**config.mk**
```make
export PLATFORM = sky130hd
export DESIGN_NAME = warp_frame_scheduler
export DESIGN_NICKNAME = d
export VERILOG_FILES = /design/src/rtl/warp_frame_scheduler.sv
export SDC_FILE = /design/constraint.sdc
export NUM_CORES = 1
export LEC_CHECK = 0
export CAP_MARGIN = 20
export CORE_ASPECT_RATIO = 1.2
export CORE_MARGIN = 5
export CORE_UTILIZATION = 54
export CTS_BUF_LIST = sky130_fd_sc_hd__clkbuf_8 sky130_fd_sc_hd__clkbuf_16
export CTS_CLUSTER_SIZE = 16
export DETAILED_ROUTE_END_ITERATION = 7
export GPL_ROUTABILITY_DRIVEN = 0
export PLACE_DENSITY = 0.84
export SYNTH_ARGS = -nofsm -noshare
export SYNTH_HDL_FRONTEND = slang
export SYNTH_SLANG_ARGS = --single-unit
```
**constraint.sdc**
```tcl
create_clock -name aclk -period 2.9 [get_ports aclk]
set_input_delay 0.58 -clock aclk [delete_from_list [all_inputs] [get_ports aclk]]
set_output_delay 0.58 -clock aclk [all_outputs]
set_load 0.03 [all_outputs]
```
**src/rtl/warp_frame_scheduler.sv**
```systemverilog
// Run-level sequencer for the coordinate-warp generator: frame launch, gap, length check.
// Optional watchdog abort in RUN is built only when WARP_SCHED_WDT_EN is defined.
module warp_frame_scheduler #(
  parameter int ROW        = 4,
  parameter int COL        = 6,
  parameter int GAP_CYCLES = 8,
  parameter int WDT_CYCLES = 1024,
  parameter int CNT_W      = 16
) (
  input  logic             aclk,
  input  logic             areset,
  input  logic             cmd_start,
  input  logic             cmd_stop,
  input  logic [CNT_W-1:0] cfg_frames,
  output logic             gen_start,
  input  logic             mon_tvalid,
  input  logic             mon_tready,
  input  logic             mon_tlast,
  output logic             busy,
  output logic             frame_done,
  output logic             run_done,
  output logic [CNT_W-1:0] frames_done,
  output logic             err_len,
  output logic             err_wdt
);

  localparam int N   = ROW * COL;
  localparam int BW  = $clog2(N) + 1;
  localparam int BW1 = BW + 1;
  localparam int GW  = (GAP_CYCLES > 1) ? $clog2(GAP_CYCLES) : 1;

  typedef enum logic [1:0] {
    S_IDLE,
    S_LAUNCH,
    S_RUN,
    S_GAP
  } state_t;

  state_t           state;
  logic [BW-1:0]    beat_cnt;
  logic [BW:0]      beat_nxt;
  logic [CNT_W-1:0] target;
  logic [CNT_W-1:0] frames_nxt;
  logic [GW-1:0]    gap_cnt;
  logic             stop_pending;
  logic             stop_req;
  logic             sess_end;
  logic             beat;
  logic             wdt_hit;

  assign beat       = mon_tvalid & mon_tready;
  assign beat_nxt   = {1'b0, beat_cnt} + 1'b1;
  assign frames_nxt = frames_done + 1'b1;
  assign stop_req   = stop_pending | cmd_stop;
  assign sess_end   = stop_req |
                      ((target != '0) && (frames_nxt == target));

`ifdef WARP_SCHED_WDT_EN
  localparam int WW = $clog2(WDT_CYCLES) + 1;

  logic [WW-1:0] wdt_cnt;

  assign wdt_hit = (state == S_RUN) && !beat &&
                   (wdt_cnt == WW'(WDT_CYCLES - 1));

  always_ff @(posedge aclk) begin
    if (areset) begin
      wdt_cnt <= '0;
      err_wdt <= 1'b0;
    end else begin
      if (state == S_LAUNCH || beat)
        wdt_cnt <= '0;
      else if (state == S_RUN && !wdt_hit)
        wdt_cnt <= wdt_cnt + 1'b1;
      if (state == S_IDLE && cmd_start)
        err_wdt <= 1'b0;
      else if (wdt_hit)
        err_wdt <= 1'b1;
    end
  end
`else
  assign wdt_hit = 1'b0;
  assign err_wdt = 1'b0;
`endif

  always_ff @(posedge aclk) begin
    if (areset) begin
      state        <= S_IDLE;
      beat_cnt     <= '0;
      target       <= '0;
      gap_cnt      <= '0;
      stop_pending <= 1'b0;
      gen_start    <= 1'b0;
      busy         <= 1'b0;
      frame_done   <= 1'b0;
      run_done     <= 1'b0;
      frames_done  <= '0;
      err_len      <= 1'b0;
    end else begin
      gen_start  <= 1'b0;
      frame_done <= 1'b0;
      run_done   <= 1'b0;
      if (cmd_stop && state != S_IDLE)
        stop_pending <= 1'b1;
      unique case (state)
        S_IDLE: begin
          if (cmd_start) begin
            target       <= cfg_frames;
            frames_done  <= '0;
            err_len      <= 1'b0;
            stop_pending <= 1'b0;
            gen_start    <= 1'b1;
            busy         <= 1'b1;
            state        <= S_LAUNCH;
          end
        end
        S_LAUNCH: begin
          beat_cnt <= '0;
          state    <= S_RUN;
        end
        S_RUN: begin
          if (beat && mon_tlast) begin
            if (beat_nxt != BW1'(N))
              err_len <= 1'b1;
            frames_done <= frames_nxt;
            frame_done  <= 1'b1;
            if (sess_end) begin
              run_done     <= 1'b1;
              busy         <= 1'b0;
              stop_pending <= 1'b0;
              state        <= S_IDLE;
            end else if (GAP_CYCLES == 0) begin
              gen_start <= 1'b1;
              state     <= S_LAUNCH;
            end else begin
              gap_cnt <= GW'(GAP_CYCLES - 1);
              state   <= S_GAP;
            end
          end else if (beat) begin
            // Saturate so an overlong frame still reports a mismatch at tlast
            if (beat_cnt != BW'(N))
              beat_cnt <= beat_nxt[BW-1:0];
            if (beat_nxt == BW1'(N))
              err_len <= 1'b1;
          end else if (wdt_hit) begin
            run_done     <= 1'b1;
            busy         <= 1'b0;
            stop_pending <= 1'b0;
            state        <= S_IDLE;
          end
        end
        S_GAP: begin
          if (stop_req) begin
            run_done     <= 1'b1;
            busy         <= 1'b0;
            stop_pending <= 1'b0;
            state        <= S_IDLE;
          end else if (gap_cnt == '0) begin
            gen_start <= 1'b1;
            state     <= S_LAUNCH;
          end else begin
            gap_cnt <= gap_cnt - 1'b1;
          end
        end
        default: state <= S_IDLE;
      endcase
    end
  end

endmodule

```
**Word level (Yosys, flattened, before mapping)**

Index checks and enable logic that the tools add are counted.

- Word-level logic and storage cells: 102
- Input bits: 23
- Bits in registers: 49

- Multiplexer cells: 44
- Reduce and logical (&&, ||, !) cells: 19
- Equal/unequal tests: 21
- $add $sub $neg: 3
- Bitwise operators: 4

Operators with widths:

| cell | number |
|---|---|
| $mux 16 | 2 |
| $pmux 16 s2 | 1 |
| $mux 1 | 21 |
| $ne 2x2->1 const B | 10 |
| $mux 6 | 3 |
| $add 16x1->16 const B | 1 |
| $eq 16x16->1 | 1 |
| $reduce_bool 16->1 | 1 |
| $reduce_and 5->1 | 3 |
| $mux 3 | 4 |
| $ne 3x3->1 const B | 4 |
| $pmux 6 s2 | 1 |
| $mux 2 | 5 |
| $pmux 2 s4 | 1 |
| $reduce_bool 2->1 | 4 |
| $add 6x1->7 const B | 1 |
| $eq 7x5->1 const B | 1 |
| $ne 7x5->1 const B | 1 |
| $ne 6x5->1 const B | 1 |
| $pmux 1 s2 | 3 |
| $pmux 1 s3 | 2 |
| $pmux 3 s2 | 1 |
| $reduce_and 3->1 | 2 |
| $eq 2x2->1 const B | 2 |
| 12 further kinds | 15 |

**Depth between registers and ports, before layout**

Gate-level depths: netlist (run 1).

- Word-level depth: 7
- Depth in mapped cells: 11

**Worst setup path after synthesis (run 1)**

OpenSTA, ideal clock, no wires.

- Path type: register -> register
- Start: register frames_done[0]
- End: register busy
- Stages on the path, launching flop included: 9
- Required time: 2.773 ns
- Data arrival time: 2.555 ns
- Path slack: 0.219 ns
- Path through: dfxtp_1 ha_1 nand3_2 and2_4 or4b_1 a311oi_2 nand3_1 a2111oi_2 nor3_1

- Longest elaborated chain between the ends: 6

RTL lines:

| item | line | source |
|---|---|---|
| start, declared | 22 | `output logic [CNT_W-1:0] frames_done,` |
| start signal, assigned | 125 | `frames_done <= frames_nxt;` |
| $add 16x1->16 | 53 | `assign frames_nxt = frames_done + 1'b1;` |
| $eq 16x16->1 | 56 | `((target != '0) && (frames_nxt == target));` |
| $logic_and 1x1->1 | 56 |  |
| $or 1x1->1 | 55 | `assign sess_end = stop_req \|` |
| $ne 2x2->1 (no line) | - |  |
| $reduce_and 5->1 (no line) | - |  |
| end signal, assigned | 94 | `busy <= 1'b0;` |
| end signal, assigned | 113 | `busy <= 1'b1;` |
| end signal, assigned | 129 | `busy <= 1'b0;` |
| end, declared | 19 | `output logic busy,` |

No other way between the ends.
A chain may end at the register's enable or synchronous reset.

**Worst setup path after layout (run 1)**

- Start: register frames_done[1]
- End: register busy

Same word-level chain as after synthesis.

==> results.cfg, run 1 <==
[global_route]
grt_pass1_vias = 2615
grt_start_max_net_pins = 24
grt_overflow = 0
grt_antenna_before_repair = 0
grt_pass1_wl_um = 11870
grt_usage_pct = 22.61

[floorplan]
die_y_um = 89.03
num_rows = 28
fp.dieW_um = 75.86
dieArea_mm2 = 0.006753
io_pins = 45
coreArea_mm2 = 0.005010
start_util_pct = 56.09

[clocking]
clock_latency_ns = 0.30
path_clk_slew_ns = 0.08
cts_setup_buffers = 0
cts-resized-gates = 0
cts_buffer_depth = 2
cts_sinks = 49
htree_levels = 2
cts_made_buffers = 5
clockRootBuffer = clkbuf_8
cts-hold-fix-buffers = 0
cts_tree = yes

[critical_path]
cp_slowest_cell = nor4_1
crit_type = register to register
crit_buf_inv = 0
timing.rr.start = frames_done[1]$_SDFFE_PP0P_
end_kind = register
path_cells = ha_1 -> xor3_4 -> a41oi_1 -> o311ai_1 -> nor4_1 -> nand3_1 -> a2111oi_2 -> nor3_1
cp-start-kind = register
cp_slowest_stage_delay_ns = 0.44
crit_required_ns = 3.09
cp_top_family = simple AND/OR/NAND/NOR gates
reg2reg_slack_ns = 0.29
worst-path-max-fanout = 5
r2r-end = busy$_SDFFE_PP0P_
crit_arrival_ns = 2.79
r2r_cells = 8

[min_path]
hp-start = target[11]$_SDFFE_PP0P_
holdPathEnd = target[11]$_SDFFE_PP0P_
hp-class = register to register
hold_depth = 2

[layout]
antenna_cells = 0
utilization_pct = 67.68
syn_to_final_growth_pct = 20.66
nets = 435
finish.instance_area_mm2 = 0.003391
drive_gt1_share_pct = 6.468

[power_and_ir_drop]
p_leak_nw = 1.199
p_per_area_mw_per_mm2 = 582.8
max-vdd-ir-drop_mv = 0.3455

[logic_synthesis]
synthArstFlopShare_pct = 0
yosys.area_share.simple_pct = 29.12
synth_nets = 394
syn_area_mm2 = 0.002810
synth_compound_area_share_pct = 18.79
ys.flop_type = dfxtp_1
syn_inst = 360
synth_cell_types = 54
yosys_warnings = 0
synth_mux_area_share_pct = 1.069
ys_seq_area_share_pct = 34.91
synth-edff-count = 0
ys_ff_latch = 49
yosys.area_share.adder_pct = 4.898
yosys.area_share.xor_xnor_pct = 6.901
avgSynthCellArea_um2 = 7.806
synth_top_family_by_area = simple AND/OR/NAND/NOR gates

[routing]
vias_per_cell = 6.067
wire_per_inst_um = 15.48
dr.max_layer_used = met4
vias = 2803
drc_errors = 0
finalWirelength_um = 7151
dr_wl_met2_um = 3668
met1Wirelength_um = 2830
dr.pass1.iters = 5
ant_nets = 0
met3_length_um = 500
drtIter0Drc = 238

[timing]
relSlewSlack_pct = 58.04
fin_setup_tns_ns = 0
worst_pin_slew_ns = 0.6293
hold_viol = 0
fin_crit_ns = 2.605
fin_crit_sh_pct = 89.84
finClkSkew_ns = 0.003891
fmax_mhz = 383.8
finalMaxSlewViolations = 0
setup_viol = 0
rsz0062_at_grt = no

[placed_design]
dpl_cell_area_mm2 = 0.003311
numPortBuffers = 43
detailed_place_hpwl_um = 5394

[job]
maxCapViolCount = 0

[status]
status = complete, no violations
state kept, by name (all words and copies together), names as in the netlist:
| signal | flops |
|---|---|
| frame_done | 1 |
| frames_done | 16 |
| err_len | 1 |
| target | 16 |
| gen_start | 1 |
| busy | 1 |
| beat_cnt | 6 |
| state | 2 |
| run_done | 1 |
| gap_cnt | 3 |
| stop_pending | 1 |
placed cells by master, fill, tap and decap left out, types with 12 or more instances in the layout:
master            n
a21oi_1          36
clkdlybuf4s50_1  43
dfxtp_1          49
inv_1            13
nand2_1          52
nand3_1          13
nor2_1           32
nor3_1           13
o21ai_0          13
xnor2_1          12
power breakdown:
group / switching [mW] / internal [mW]
Sequential: 0.0710 / 0.743
Combinational: 0.476 / 0.309
Clock: 0.215 / 0.161
tightest hold or removal path: stages (launching register included):
cell     delay (ns)
dfxtp_1        0.34
nand2_1        0.06
a21oi_1        0.05
final cells by class:
cell class,count,area (um2)
Inverter,10,37.54
Multi-Input combinational cell,282,1712
Tap cell,60,75.07
Timing Repair Buffer,53,505.5
Sequential cell,49,980.9
Fill cell,429,1619
Clock buffer,5,68.82
Clock inverter,3,11.26
per-stage QoR:
stage	total power [mW]	setup slack (ns)	std cells	hold slack, ns
detailed placement	1.603	0.3579	454	0.4803
global route	2.114	0.06650	462	0.5236
global placement	1.575	0.4101	454	0.4706
floorplan	1.382	0.2187	360	0.4423
finish	1.976	0.2947	462	0.4903
CTS	1.977	0.3225	462	0.4925
synthesized netlist by cell type (all sizes together) (2+ instances only):
master | instances | area [um2]
a22oi | 2 | 15.01
nor3b | 4 | 30.03
and2 | 4 | 27.53
a221oi | 3 | 26.28
nand4 | 8 | 50.05
or2 | 2 | 12.51
nand3b | 3 | 22.52
nor3 | 13 | 65.06
o21ai | 13 | 65.06
nand2 | 52 | 195.2
nor2 | 32 | 120.1
a31oi | 5 | 31.28
a21oi | 36 | 180.2
clkbuf | 14 | 53.80
buf | 5 | 26.27
and4 | 2 | 18.77
nor2b | 5 | 31.28
xnor2 | 12 | 105.1
ha | 11 | 137.6
dfxtp | 49 | 980.9
a211oi | 7 | 52.55
a311oi | 6 | 58.80
inv | 10 | 37.54
mux2i | 3 | 30.03
nor4 | 9 | 56.30
nand4b | 2 | 17.52
xor2 | 7 | 61.31
or3 | 5 | 32.53
a41oi | 2 | 17.52
nand3 | 14 | 75.07
and3 | 5 | 32.53
nand2b | 2 | 12.51
cells by family (layout without fill, tap and decap cells):
logic type                 Yosys count  in the layout
and+or+nand+nor                    164            164
xor gates and xnor gates            20             20
buffers and inverters               29             71
AOI/OAI and AO/OA                   83             83
other                                1              1
muxes                                3              3
adders and majority gates           11             11
DFF                                 49             49
worst max-delay path by stage:
stage / depth (start not counted) / start / slack [ns] / to
after floorplan: 8 / frames_done[0]$_SDFFE_PP0P_ / 0.22 / busy$_SDFFE_PP0P_
after global placement: 8 / frames_done[1]$_SDFFE_PP0P_ / 0.41 / busy$_SDFFE_PP0P_
after detailed placement: 8 / frames_done[1]$_SDFFE_PP0P_ / 0.36 / busy$_SDFFE_PP0P_
after CTS: 8 / frames_done[1]$_SDFFE_PP0P_ / 0.32 / busy$_SDFFE_PP0P_
after global routing: 8 / frames_done[1]$_SDFFE_PP0P_ / 0.07 / busy$_SDFFE_PP0P_
final: 8 / frames_done[1]$_SDFFE_PP0P_ / 0.29 / busy$_SDFFE_PP0P_
routing by layer:
layer | vias to the layer above | track usage, %
met4 | 0 | 8.744
met1 | 1295 | 26.48
met3 | 17 | 4.499
met5 | - | 0
li1 | 1379 | -
met2 | 112 | 39.80
(Power assumes the default switching activity.)
==> run 2, diff against run 1 <==
--- a/config.mk
+++ b/config.mk
@@ -5,15 +5,17 @@
 export SDC_FILE = /design/constraint.sdc
 export NUM_CORES = 1
 export LEC_CHECK = 0
+export ABC_AREA = 0
 export CAP_MARGIN = 20
 export CORE_ASPECT_RATIO = 1.2
 export CORE_MARGIN = 5
-export CORE_UTILIZATION = 54
+export CORE_UTILIZATION = 62
 export CTS_BUF_LIST = sky130_fd_sc_hd__clkbuf_8 sky130_fd_sc_hd__clkbuf_16
 export CTS_CLUSTER_SIZE = 16
 export DETAILED_ROUTE_END_ITERATION = 7
+export DONT_BUFFER_PORTS = 1
 export GPL_ROUTABILITY_DRIVEN = 0
-export PLACE_DENSITY = 0.84
+export PLACE_DENSITY = 0.82
 export SYNTH_ARGS = -nofsm -noshare
 export SYNTH_HDL_FRONTEND = slang
 export SYNTH_SLANG_ARGS = --single-unit
==> run 2 against run 1 <==
Net effect: setup slack better by 0.015 ns; wire length is 3.3% lower; cell area is 11% lower; clock power is 7.2% higher; sequential power is 2.8% higher; final cell count is 8.4% lower; critical path type unchanged; non-clock buffer count is 34 lower.
==> results.cfg, run 2 (same netlist as run 1, synthesis figures left out) <==
[global_route]
grt_pass1_vias = 2550
grt_usage_pct = 24.37
grt_pass1_wl_um = 11940
grt_antenna_before_repair = 0
grt_overflow = 0
grt_start_max_net_pins = 51

[critical_path]
end_kind = register
crit_path_end = busy$_SDFFE_PP0P_
path_cells = xor3_4 -> a41oi_1 -> o311ai_1 -> nor4_1 -> nand3_1 -> a2111oi_2 -> nor3_1
crit_start = frames_done[2]$_SDFFE_PP0P_
crit_required_ns = 3.09
timing.rr.start = frames_done[2]$_SDFFE_PP0P_
r2r-end = busy$_SDFFE_PP0P_
crit_arrival_ns = 2.78
cp_slowest_cell = xor3_4
crit_type = register to register
cp_slowest_stage_delay_ns = 0.52
r2r_cells = 7
worst-path-max-fanout = 6
reg2reg_slack_ns = 0.31
cp-start-kind = register

[clocking]
cts-hold-fix-buffers = 0
cts_made_buffers = 5
cts_tree = yes
cts_setup_buffers = 0
clock_latency_ns = 0.31
cts_buffer_depth = 2
path_clk_slew_ns = 0.09
clockRootBuffer = clkbuf_8
cts-resized-gates = 0
cts_sinks = 49
htree_levels = 2

[floorplan]
dieArea_mm2 = 0.005985
fp.dieW_um = 71.46
start_util_pct = 64.95
io_pins = 45
num_rows = 26
coreArea_mm2 = 0.004327
die_y_um = 83.75

[layout]
fin_cells = 423
antenna_cells = 0
drive_gt1_share_pct = 9.809
syn_to_final_growth_pct = 7.792
utilization_pct = 70.01
layout_commonest_cell = nand2_1
largest_registers = frames_done (16), target (16), beat_cnt (6)
nets = 401
layout_common_cells = 52 x nand2_1, 49 x dfxtp_1, 36 x a21oi_1, 32 x nor2_1, 19 x buf_4

[timing]
setup_ws_ns = 0.3095
finClkSkew_ns = 0.01443
relSlewSlack_pct = 51.59
fmax_mhz = 386.0
worst_pin_slew_ns = 0.7186
hold_viol = 0
finalMaxSlewViolations = 0
fin_setup_tns_ns = 0
setup_viol = 0
rsz0062_at_grt = no
fin_crit_ns = 2.591
fin_crit_sh_pct = 89.33

[routing]
drc_errors = 0
vias = 2708
ant_nets = 0
finalWirelength_um = 6914
drtIter0Drc = 185
wire_per_inst_um = 16.35
vias_per_cell = 6.402
dr.pass1.iters = 4

[placed_design]
dp_cells = 416
pre_cts_slack_ns = 0.3735
detailed_place_hpwl_um = 5087
numPortBuffers = 0

[min_path]
hp-start = areset
hp-class = input pin to register

[power_and_ir_drop]
clkPwrFrac_pct = 20.8
max-vdd-ir-drop_mv = 0.4453
p_switching_mw = 0.7440
p_per_area_mw_per_mm2 = 640.4
swShare_pct = 38.35
power.internal_mw = 1.196
p_leak_nw = 1.089
power.total_mw = 1.940
seq_power_share_pct = 43.2
combPwrFrac_pct = 36.0

[job]
maxCapViolCount = 0

[status]
status = complete, no violations
-- run 2: cell count changes in the layout (fill, tap and decap cells not counted) --
cell	change
clkdlybuf4s50_1	-43
buf_4	+9
inv_1	-2
clkbuf_8	+1
-- run 2: worst min path at each step --
| stage | endpoint | depth (start not counted) |
|---|---|---|
| after floorplan | beat_cnt[5]$_SDFFE_PP0P_ | 1 |
| after global placement | gap_cnt[1]$_SDFFE_PP0P_ | 2 |
| after detailed placement | gap_cnt[1]$_SDFFE_PP0P_ | 2 |
| after CTS | frames_done[3]$_SDFFE_PP0P_ | 1 |
| after global routing | beat_cnt[2]$_SDFFE_PP0P_ | 1 |
| final | beat_cnt[2]$_SDFFE_PP0P_ | 1 |
-- run 2: area by class of cell --
| class | count | area, um2 |
|---|---|---|
| tap | 56 | 70.07 |
| multi-input combinational | 282 | 1712 |
| timing repair buffer | 19 | 142.6 |
| fill | 362 | 1297 |
| clock inverter | 1 | 3.754 |
| clock buffer | 6 | 82.58 |
| inverter | 10 | 37.54 |
| sequential | 49 | 980.9 |
-- run 2: worst max-delay path: cells and delay by family, from the launching register on --
kind	cells	cell delay, ns
xor gates and xnor gates	1	0.52
and+or+nand+nor	3	0.74
DFF	1	0.46
AOI/OAI and AO/OA	3	0.74
-- run 2: through the flow --
stage                     hold slack [ns]  cell area [um2]
final                              0.3315             3029
after detailed placement           0.4627             2943
after global placement             0.4605             2943
after CTS                          0.3302             3029
after global routing               0.3204             3029
after floorplan                    0.4423             2810
-- run 2: metal layers --
metal	part of all wire [%]	wire (um)	global-route usage [%]
met5	0	0	0
met4	2.6	180	10.60
met3	7.2	500	6.386
met2	49	3390	39.80
met1	41	2843	29.69
-- run 2: power by group through the flow --
stage | clock network [mW] | registers, mW | logic [mW]
floorplan | 0 | 0.829 | 0.554
global placement | 0 | 0.849 | 0.669
detailed placement | 0 | 0.853 | 0.684
CTS | 0.406 | 0.836 | 0.688
global route | 0.432 | 0.847 | 0.794
finish | 0.404 | 0.837 | 0.698
